File: config.mk
export PLATFORM = sky130hd
export DESIGN_NAME = sdio_resp_rx_flat
export DESIGN_NICKNAME = d
export VERILOG_FILES = /design/src/rtl/sdio_pkg.sv /design/src/rtl/sdio_resp_rx_if.sv /design/src/rtl/sdio_crc7.sv /design/src/rtl/sdio_resp_rx.sv /design/src/flat_wrapper.sv
export SDC_FILE = /design/constraint.sdc
export NUM_CORES = 1
export LEC_CHECK = 0
export ABC_CLOCK_PERIOD_IN_PS = 2100
export CORE_ASPECT_RATIO = 0.8
export CORE_MARGIN = 3
export CORE_UTILIZATION = 25
export DETAILED_ROUTE_END_ITERATION = 10
export PLACE_DENSITY = 0.45
export SLEW_MARGIN = 0
export SYNTH_ARGS = -nofsm -noshare
export SYNTH_HDL_FRONTEND = slang
export SYNTH_SLANG_ARGS = --single-unit
File: constraint.sdc
create_clock -name sd_clk -period 2.1 [get_ports sd_clk]
set_input_delay 0.21 -clock sd_clk [delete_from_list [all_inputs] [get_ports sd_clk]]
set_output_delay 0.21 -clock sd_clk [all_outputs]
set_load 0.005 [all_outputs]
File: src/rtl/sdio_pkg.sv
// Shared definitions for the SD/SDIO command path: FSM encoding, frame lengths,
// CRC7 polynomial and the default response timeout.
package sdio_pkg;

    typedef enum logic [1:0] {
        ST_IDLE       = 2'd0,
        ST_WAIT_START = 2'd1,
        ST_RECV       = 2'd2,
        ST_CHECK      = 2'd3
    } sdio_state_e;

    localparam int unsigned SDIO_RESP_SHORT_LEN  = 48;
    localparam int unsigned SDIO_RESP_LONG_LEN   = 136;
    localparam logic [6:0]  SDIO_CRC7_POLY       = 7'h09;
    localparam int unsigned SDIO_NCR_MAX_DEFAULT = 64;

endpackage

File: src/rtl/sdio_resp_rx_if.sv
// Command-side control and response result bundle between the host controller
// and the response receiver.
interface sdio_resp_rx_if;
    // start is a one-cycle request taken only while busy is low; resp_done and
    // resp_timeout are one-cycle completions, mutually exclusive, and the result
    // fields stay stable until the next resp_done.
    logic         start;
    logic         long_resp;
    logic         crc_chk;
    logic         cmd_in;
    logic         busy;
    logic         resp_done;
    logic         resp_timeout;
    logic         resp_crc_err;
    logic         resp_end_err;
    logic [5:0]   resp_idx;
    logic [127:0] resp_data;

    modport master (
        output start, long_resp, crc_chk, cmd_in,
        input  busy, resp_done, resp_timeout, resp_crc_err, resp_end_err,
               resp_idx, resp_data
    );

    modport slave (
        input  start, long_resp, crc_chk, cmd_in,
        output busy, resp_done, resp_timeout, resp_crc_err, resp_end_err,
               resp_idx, resp_data
    );
endinterface

File: src/rtl/sdio_crc7.sv
// Serial CRC7 (x^7 + x^3 + 1, zero seed), one data bit per enabled cycle, MSB first.
module sdio_crc7
    import sdio_pkg::*;
(
    input  logic       sd_clk,
    input  logic       rstn,
    input  logic       clr_i,
    input  logic       en_i,
    input  logic       bit_i,
    output logic [6:0] crc_o
);
    logic [6:0] crc_q, crc_d;
    logic       fb;

    always_comb begin
        fb    = bit_i ^ crc_q[6];
        crc_d = crc_q;
        if (clr_i) begin
            crc_d = '0;
        end else if (en_i) begin
            crc_d = {crc_q[5:0], 1'b0} ^ (fb ? SDIO_CRC7_POLY : 7'h00);
        end
    end

    always_ff @(posedge sd_clk or negedge rstn) begin
        if (!rstn) crc_q <= '0;
        else       crc_q <= crc_d;
    end

    assign crc_o = crc_q;
endmodule

File: src/rtl/sdio_resp_rx.sv
// Host-side SD/SDIO CMD-line response receiver (48-bit and 136-bit R2 frames).
// CRC7 checking is built only when SDIO_RESP_CRC_CHK_EN is defined.
module sdio_resp_rx
    import sdio_pkg::*;
#(
    parameter int unsigned NCR_MAX = SDIO_NCR_MAX_DEFAULT
) (
    input  logic          sd_clk,
    input  logic          rstn,
    sdio_resp_rx_if.slave rx,
    output sdio_state_e   state_o
);
    localparam logic [7:0] NCR_LAST   = 8'(NCR_MAX - 1);
    localparam logic [7:0] SHORT_LAST = 8'(SDIO_RESP_SHORT_LEN - 1);
    localparam logic [7:0] LONG_LAST  = 8'(SDIO_RESP_LONG_LEN - 1);

    sdio_state_e  state_q, state_d;
    logic [7:0]   ncr_q, ncr_d;
    logic [7:0]   bit_q, bit_d;
    logic         long_q, long_d;
    logic         chk_q, chk_d;
    logic [135:0] sr_q, sr_d;
    logic         done_q, done_d;
    logic         to_q, to_d;
    logic         crc_err_q, crc_err_d;
    logic         end_err_q, end_err_d;
    logic [5:0]   idx_q, idx_d;
    logic [127:0] data_q, data_d;
    logic         crc_mis;
    logic [7:0]   last_bit;

    assign last_bit = long_q ? LONG_LAST : SHORT_LAST;

`ifdef SDIO_RESP_CRC_CHK_EN
    logic [6:0] crc_val;
    logic       crc_en;
    // Short frames cover bits 47..8 (the zero start bit leaves a zero seed
    // unchanged); R2 covers only payload bits 127..8.
    assign crc_en = (state_q == ST_RECV) && (bit_q <= (long_q ? 8'd127 : 8'd39))
                    && (!long_q || bit_q >= 8'd8);

    sdio_crc7 u_crc7 (
        .sd_clk (sd_clk),
        .rstn   (rstn),
        .clr_i  (state_q == ST_IDLE || state_q == ST_WAIT_START),
        .en_i   (crc_en),
        .bit_i  (rx.cmd_in),
        .crc_o  (crc_val)
    );
    assign crc_mis = chk_q & (crc_val != sr_q[7:1]);
`else
    logic unused_crc;
    assign crc_mis    = 1'b0;
    assign unused_crc = chk_q ^ (^sr_q[7:1]);
`endif

    logic unused_hdr;
    assign unused_hdr = ^sr_q[135:134];

    always_comb begin
        state_d   = state_q;
        ncr_d     = ncr_q;
        bit_d     = bit_q;
        long_d    = long_q;
        chk_d     = chk_q;
        sr_d      = sr_q;
        done_d    = 1'b0;
        to_d      = 1'b0;
        crc_err_d = crc_err_q;
        end_err_d = end_err_q;
        idx_d     = idx_q;
        data_d    = data_q;
        unique case (state_q)
            ST_IDLE: begin
                if (rx.start) begin
                    long_d  = rx.long_resp;
                    chk_d   = rx.crc_chk;
                    ncr_d   = '0;
                    state_d = ST_WAIT_START;
                end
            end
            ST_WAIT_START: begin
                if (!rx.cmd_in) begin
                    // The register is cleared so its LSB already holds the start bit.
                    sr_d    = '0;
                    bit_d   = 8'd1;
                    state_d = ST_RECV;
                end else if (ncr_q == NCR_LAST) begin
                    to_d    = 1'b1;
                    state_d = ST_IDLE;
                end else if (ncr_q != 8'hFF) begin
                    ncr_d = ncr_q + 8'd1;
                end
            end
            ST_RECV: begin
                sr_d  = {sr_q[134:0], rx.cmd_in};
                bit_d = bit_q + 8'd1;
                if (bit_q == last_bit) state_d = ST_CHECK;
            end
            ST_CHECK: begin
                // Short and long frames share CRC/end-bit positions at the bottom.
                done_d    = 1'b1;
                crc_err_d = crc_mis;
                end_err_d = ~sr_q[0];
                idx_d     = long_q ? sr_q[133:128] : sr_q[45:40];
                data_d    = long_q ? {sr_q[127:1], 1'b0} : {96'b0, sr_q[39:8]};
                state_d   = ST_IDLE;
            end
            default: state_d = ST_IDLE;
        endcase
    end

    always_ff @(posedge sd_clk or negedge rstn) begin
        if (!rstn) begin
            state_q   <= ST_IDLE;
            ncr_q     <= '0;
            bit_q     <= '0;
            long_q    <= 1'b0;
            chk_q     <= 1'b0;
            sr_q      <= '0;
            done_q    <= 1'b0;
            to_q      <= 1'b0;
            crc_err_q <= 1'b0;
            end_err_q <= 1'b0;
            idx_q     <= '0;
            data_q    <= '0;
        end else begin
            state_q   <= state_d;
            ncr_q     <= ncr_d;
            bit_q     <= bit_d;
            long_q    <= long_d;
            chk_q     <= chk_d;
            sr_q      <= sr_d;
            done_q    <= done_d;
            to_q      <= to_d;
            crc_err_q <= crc_err_d;
            end_err_q <= end_err_d;
            idx_q     <= idx_d;
            data_q    <= data_d;
        end
    end

    assign rx.busy         = (state_q != ST_IDLE);
    assign rx.resp_done    = done_q;
    assign rx.resp_timeout = to_q;
    assign rx.resp_crc_err = crc_err_q;
    assign rx.resp_end_err = end_err_q;
    assign rx.resp_idx     = idx_q;
    assign rx.resp_data    = data_q;
    assign state_o         = state_q;
endmodule

File: src/flat_wrapper.sv
// flat-port wrapper written by rule: the top's interface ports become plain ports
module sdio_resp_rx_flat import sdio_pkg::*;
#(
    parameter int unsigned NCR_MAX = SDIO_NCR_MAX_DEFAULT
)
  (sd_clk, rstn, state_o, rx_start, rx_long_resp, rx_crc_chk, rx_cmd_in, rx_busy, rx_resp_done, rx_resp_timeout, rx_resp_crc_err, rx_resp_end_err, rx_resp_idx, rx_resp_data);
  sdio_resp_rx_if rx_i ();
  input  logic sd_clk;
  input  logic rstn;
  output sdio_state_e state_o;
  input wire logic [$bits(rx_i.start)-1:0] rx_start;
  input wire logic [$bits(rx_i.long_resp)-1:0] rx_long_resp;
  input wire logic [$bits(rx_i.crc_chk)-1:0] rx_crc_chk;
  input wire logic [$bits(rx_i.cmd_in)-1:0] rx_cmd_in;
  output wire logic [$bits(rx_i.busy)-1:0] rx_busy;
  output wire logic [$bits(rx_i.resp_done)-1:0] rx_resp_done;
  output wire logic [$bits(rx_i.resp_timeout)-1:0] rx_resp_timeout;
  output wire logic [$bits(rx_i.resp_crc_err)-1:0] rx_resp_crc_err;
  output wire logic [$bits(rx_i.resp_end_err)-1:0] rx_resp_end_err;
  output wire logic [$bits(rx_i.resp_idx)-1:0] rx_resp_idx;
  output wire logic [$bits(rx_i.resp_data)-1:0] rx_resp_data;
  assign rx_i.start = rx_start;
  assign rx_i.long_resp = rx_long_resp;
  assign rx_i.crc_chk = rx_crc_chk;
  assign rx_i.cmd_in = rx_cmd_in;
  assign rx_busy = rx_i.busy;
  assign rx_resp_done = rx_i.resp_done;
  assign rx_resp_timeout = rx_i.resp_timeout;
  assign rx_resp_crc_err = rx_i.resp_crc_err;
  assign rx_resp_end_err = rx_i.resp_end_err;
  assign rx_resp_idx = rx_i.resp_idx;
  assign rx_resp_data = rx_i.resp_data;
  sdio_resp_rx #(.NCR_MAX(NCR_MAX)) u_core (.sd_clk(sd_clk), .rstn(rstn), .rx(rx_i), .state_o(state_o));
endmodule
==> results of run 1 <==
-- repair_timing --
| action | in CTS | in global routing |
|---|---|---|
| resized for setup | 2 | 0 |
| hold endpoints to repair | 224 | 0 |
| endpoints found under the setup margin | 3 | 0 |
| hold buffers | 1 | 0 |
| setup buffers | 4 | 0 |
-- sequential cells by signal, indices dropped and copies added, names as in the netlist, named ones only --
name / cells
u_core.long_q: 1
u_core.sr_q: 134
u_core.rx.resp_timeout: 1
u_core.rx.resp_data: 128
u_core.rx.resp_done: 1
u_core.rx.resp_idx: 6
u_core.rx.resp_end_err: 1
u_core.state_o: 1
u_core.bit_q: 8
u_core.ncr_q: 8
-- how the worst max path moves through the flow --
stage | end | slack (ps) | cells after the start
finish | rx_busy | 160 | 2
global route | rx_busy | 90 | 2
CTS | rx_busy | 90 | 2
detailed placement | u_core.bit_q[4] | 250 | 5
global placement | u_core.bit_q[4] | 220 | 5
floorplan | u_core.ncr_q[7] | 490 | 6
-- cells by family after synthesis --
group | Yosys count
compound gates | 207
xor+xnor | 1
fa+ha+maj | 2
buf+inv | 83
flops | 290
mux | 38
other cells | 1
simple gates | 378
-- placed cells by master, fill, tap and decap left out, drive strengths merged, types with 5 or more instances in the layout --
cell type      count
buf               31
inv                5
nor2               8
clkinv             5
clkdlybuf4s50    143
mux2i             37
a21oi              6
clkbuf            49
a22o             133
dfrtp            290
nand3            102
nand2            242
o21ai             50
-- Yosys cell counts, drive strengths merged, types with 4 or more instances --
library cell,number,area share [%]
nand2,242,8.0
o31ai,4,0.27
dfrtp,290,64
mux2i,37,3.3
inv,4,0.13
a21oi,6,0.27
a22o,133,10
clkbuf,20,0.68
buf,59,2.7
nor2,8,0.33
nand3,102,4.5
o21ai,50,2.2
nand4,4,0.22
-- power by group through the flow --
| stage | Clock [mW] | Combinational (mW) | Sequential (mW) |
|---|---|---|---|
| floorplan | 0 | 2.22 | 6.08 |
| global placement | 0 | 3.34 | 6.31 |
| detailed placement | 0 | 3.33 | 6.30 |
| CTS | 5.64 | 3.48 | 6.14 |
| global route | 5.85 | 3.72 | 6.17 |
| finish | 5.44 | 3.39 | 6.13 |
-- layout make-up --
type                            count  area [um2]  share of cell area (%)
Clock inverter                      9        82.6                   0.567
Multi-Input combinational cell    627        3650                    25.1
Clock buffer                       49         933                    6.41
Timing Repair Buffer              175        1860                    12.8
Inverter                            4        17.5                   0.120
Sequential cell                   290        7260                    49.9
Tap cell                          595         744                    5.12
-- per-layer routing --
| layer | GRT usage, % | wire (um) |
|---|---|---|
| met1 | 18.1 | 14800 |
| met2 | 18.1 | 12400 |
| met3 | 2.51 | 1350 |
| met4 | 2.26 | 506 |
| met5 | 0 | 0 |
-- metrics by stage --
step / instance area (um2) / std cells / hold slack [ps]
5_1_grt: 14600 / 1749 / 171
3_3_place_gp: 13500 / 1686 / 166
4_1_cts: 14600 / 1749 / 137
3_5_place_dp: 13500 / 1686 / 165
2_1_floorplan: 11300 / 1000 / -85.6
6_report: 14600 / 1749 / 152
==> qor.yml, run 1 <==
fin_ws_ps: 159
die-area_mm2: 0.0478
synth-xor-area-share_pct: 0.0775
num_rows: 68
cp_data_required_time_ps: 1890
startpoint_type: "flop"
drv_cap: 0
diodes: 0
switchingPower_mw: 4.92
worstPathMaxFanout: 2
setup_viol: 0
syn-cell-area_mm2: 0.0113
max_freq_ghz: 0.515
areaGrowthSynthToFinish_pct: 28.8
ctsRootBufferMaster: "clkbuf_16"
reg2reg_depth: 6
p_int_mw: 10.0
fin_skew_ps: 9.74
gp_congestion: 0.741
routed_via_density: 4.58
synth_adder_area_share_pct: 0.222
hold_viol_final: 0
ys_seq_area_share_pct: 64.3
grt_usage_pct: 12.1
slowest_stage: "clkdlybuf4s50_1"
grt_pass1_vias: 8200
die_w_um: 244
power.leakage_nw: 6.92
slowest_delay_ps: 450
drive_above_1_share_pct: 7.89
critPathBufInv: 1
worstPathArrival_ps: 1730
synth-simple-area-share_pct: 14.5
antenna_found_initial: 0
antenna_left: 0
fillerInstances: 4498
post-route-min-period_ps: 1940
postSynthCellCount: 1000
avgSynthCellArea_um2: 11.3
start_util_pct: 25.7
final_net_count: 1137
yosys_warnings: 0
seqPwrFrac_pct: 41.0
core-area_mm2: 0.0439
status: "complete, no violations"
switching_share_pct: 32.9
p_comb_share_pct: 22.6
wl_per_cell_um: 16.6
grt_max_degree: 85
max-vdd-ir-drop_uv: 731
drtIter0Drc: 485
ys_async_sr_fraction_pct: 100
critical_path_class: "flop to output port"
syn_nets: 1008
clock_latency_ps: 560
synth-seq-cells: 290
clkTransAtPathRegs_ps: 70
synth_top_family_by_area: "simple AND/OR/NAND/NOR gates"
ys_types: 46
rsz0062_at_grt: "no"
synth_edf_count: 0
muxShareOfSynthArea_pct: 3.38
r2r_slack_ps: 240
cts_buffer_depth: 3
path_delay_family: "buffers and inverters"
h-tree-depth: 1
hp-class: "input pin to asynchronous set/reset pin"
cts_made_buffers: 31
vias: 8003
grt.overflow.total: 0
final_core_util_pct: 33.1
cts_tree: "yes"
r2r-end: "u_core.sr_q[114]"
grt_first_pass_wirelength_mm: 47.3
fin_crit_sh_pct: 92.4
dr.pass1.iters: 4
setup_tns_ps: 0
dp_slack_ps: 248
drc: 0
hpwl_mm: 18.0
synth_flop_cell: "dfrtp_1"
crit_path_end_kind: "output port"
die_y_um: 196
numPortBuffers: 144
power_mw: 15.0
powerDensity_mw_per_mm2: 1030
slew_violations: 0
ioPinCount: 147
crit_chain: "or2_2 > clkdlybuf4s50_1"
p_clk_share_pct: 36.4
cts_num_sinks: 290
synth_compound_gate_area_share_pct: 14.0
routed_wl_mm: 29.0
No activity file was read; power rests on OpenSTA's default activity.
==> run 2, diff against run 1 <==
--- a/config.mk
+++ b/config.mk
@@ -8,2 +8,3 @@
 export ABC_CLOCK_PERIOD_IN_PS = 2100
+export CAP_MARGIN = 20
 export CORE_ASPECT_RATIO = 0.8
@@ -12,3 +13,3 @@
 export DETAILED_ROUTE_END_ITERATION = 10
-export PLACE_DENSITY = 0.45
+export PLACE_DENSITY = 0.39
 export SLEW_MARGIN = 0
==> constraint.sdc (replaced) <==
create_clock -name sd_clk -period 2.1 [get_ports sd_clk]
set_input_delay 0.315 -clock sd_clk [delete_from_list [all_inputs] [get_ports sd_clk]]
set_output_delay 0.315 -clock sd_clk [all_outputs]
set_load 0.005 [all_outputs]
==> run 2 against run 1 <==
  * Total power increased by 2.7%
  * Clock power up 5.0%
  * Clock skew grew 8.0 ps
  * Cell count up 0.11%
  * Via count is 1.2% lower
  * Worst hold slack better by 180 ps
  * Worst setup slack got worse by 65 ps
  * Routed wire length up 2.2%
  * Utilization increased by 0.21 points
  * Flip-flop and latch count stayed put
  * Cell area up 0.62%
==> qor.yml, run 2 (same netlist as run 1, synthesis figures left out) <==
antenna_found_initial: 0
worstPathMaxFanout: 2
fillerInstances: 4486
clock_latency_ps: 520
routed_via_density: 4.52
die_w_um: 244
max-vdd-ir-drop_uv: 711
numPortBuffers: 144
ctsRootBufferMaster: "clkbuf_16"
power_mw: 15.4
rsz0062_at_grt: "no"
relSlewSlack_pct: 66.5
die-area_mm2: 0.0478
crit_path_end_kind: "output port"
drtIter0Drc: 369
start_util_pct: 25.7
cts_num_sinks: 290
post-route-min-period_ps: 2010
hp-class: "input pin to asynchronous set/reset pin"
status: "complete, no violations"
setup_viol: 0
cp_data_required_time_ps: 1780
switching_share_pct: 32.8
placed_cell_area_mm2: 0.0136
drive_above_1_share_pct: 7.96
powerDensity_mw_per_mm2: 1050
h-tree-depth: 2
gp_congestion: 0.746
areaGrowthSynthToFinish_pct: 29.6
fin_crit_sh_pct: 95.5
setup_tns_ps: 0
grt_first_pass_wirelength_mm: 49.1
ioPinCount: 147
layout_common_cells: "dfrtp_1 (287), nand2_1 (241), clkdlybuf4s50_1 (143)"
grt_pass1_vias: 8320
cts_tree: "yes"
largest_reg_flops: 134
dr.pass1.iters: 5
regMostFlops: "u_core.sr_q"
critical_path_class: "flop to output port"
num_rows: 68
worst_slew_pin_slew_ps: 503
routed_wl_mm: 29.6
fin_skew_ps: 17.7
finalInstanceArea_mm2: 0.0146
switchingPower_mw: 5.03
core-area_mm2: 0.0439
clkTransAtPathRegs_ps: 60
grt_max_degree: 105
antenna_left: 0
wl_per_cell_um: 16.9
seqPwrFrac_pct: 40.1
p_clk_share_pct: 37.2
hpwl_mm: 18.3
drv_cap: 0
vias: 7910
max_freq_ghz: 0.499
startpoint_type: "flop"
final_common_cell: "dfrtp_1"
diodes: 0
drc: 0
p_comb_share_pct: 22.7
die_y_um: 196
worstPathArrival_ps: 1690
grt_usage_pct: 12.6
p_int_mw: 10.3
cts_buffer_depth: 3
hold_viol_final: 0
final_net_count: 1143
grt.overflow.total: 0
cts_made_buffers: 35
power.leakage_nw: 6.96
slew_violations: 0
## run 2: layout make-up
| type | count | area [um2] | share of cell area (%) |
|---|---|---|---|
| flip-flops and latches | 290 | 7260 | 49.6 |
| multi-input cells | 627 | 3650 | 25.0 |
| repair buffers | 177 | 1910 | 13.0 |
| clock buffers | 49 | 968 | 6.61 |
| well taps | 595 | 744 | 5.08 |
| clock inverters | 9 | 85.1 | 0.581 |
| inverters | 4 | 17.5 | 0.120 |
## run 2: final timing paths
path                                         start                 endpoint  slack (ps)  depth (start not counted)
max in group asynchronous                     rstn         u_core.sr_q[110]        1080                          3
hold / removal                                rstn   u_core.rx.resp_data[9]         330                          2
setup / recovery                              flop                  rx_busy          90                          2
setup reg to reg                              flop         u_core.sr_q[117]         320                          6
min in group sd_clk        u_core.rx.resp_data[99]  u_core.rx.resp_data[99]         460                          2
hold reg to reg            u_core.rx.resp_data[99]  u_core.rx.resp_data[99]         460                          2
## run 2: worst max-delay path: stages (launching register included)
cell,delay [ps]
dfrtp_2,420
or2_2,310
clkdlybuf4s50_1,450
## run 2: metal layers
layer	wire [um]	vias up	track usage, %
met2	12600	129	18.3
li1	-	3791	-
met3	1340	44	3.01
met5	0	-	0
met4	537	0	3.01
met1	15200	3946	18.8
## run 2: repair_timing
item | CTS | global route
buffers inserted | 3 | 0
gates resized for setup | 2 | 0
setup endpoints to repair | 2 | 0
hold buffers | 1 | 0
endpoints found under the hold margin | 37 | 0
## run 2: power groups by stage
stage,sequential (mW),combinational [mW],clock (mW)
global route,6.21,3.86,6.19
floorplan,6.08,2.22,0
global placement,6.32,3.50,0
CTS,6.17,3.59,5.94
finish,6.17,3.49,5.71
detailed placement,6.32,3.48,0
## run 2: metrics by stage
step           hold slack, ps  instances  setup WS [ps]  util (%)
6_report                  331       1751           94.3      33.4
4_1_cts                   312       1751           26.9      33.4
5_1_grt                   338       1751           26.2      33.4
2_1_floorplan            19.4       1000            494         -
3_5_place_dp              281       1689            269      30.9
3_3_place_gp              282       1689            274      30.9
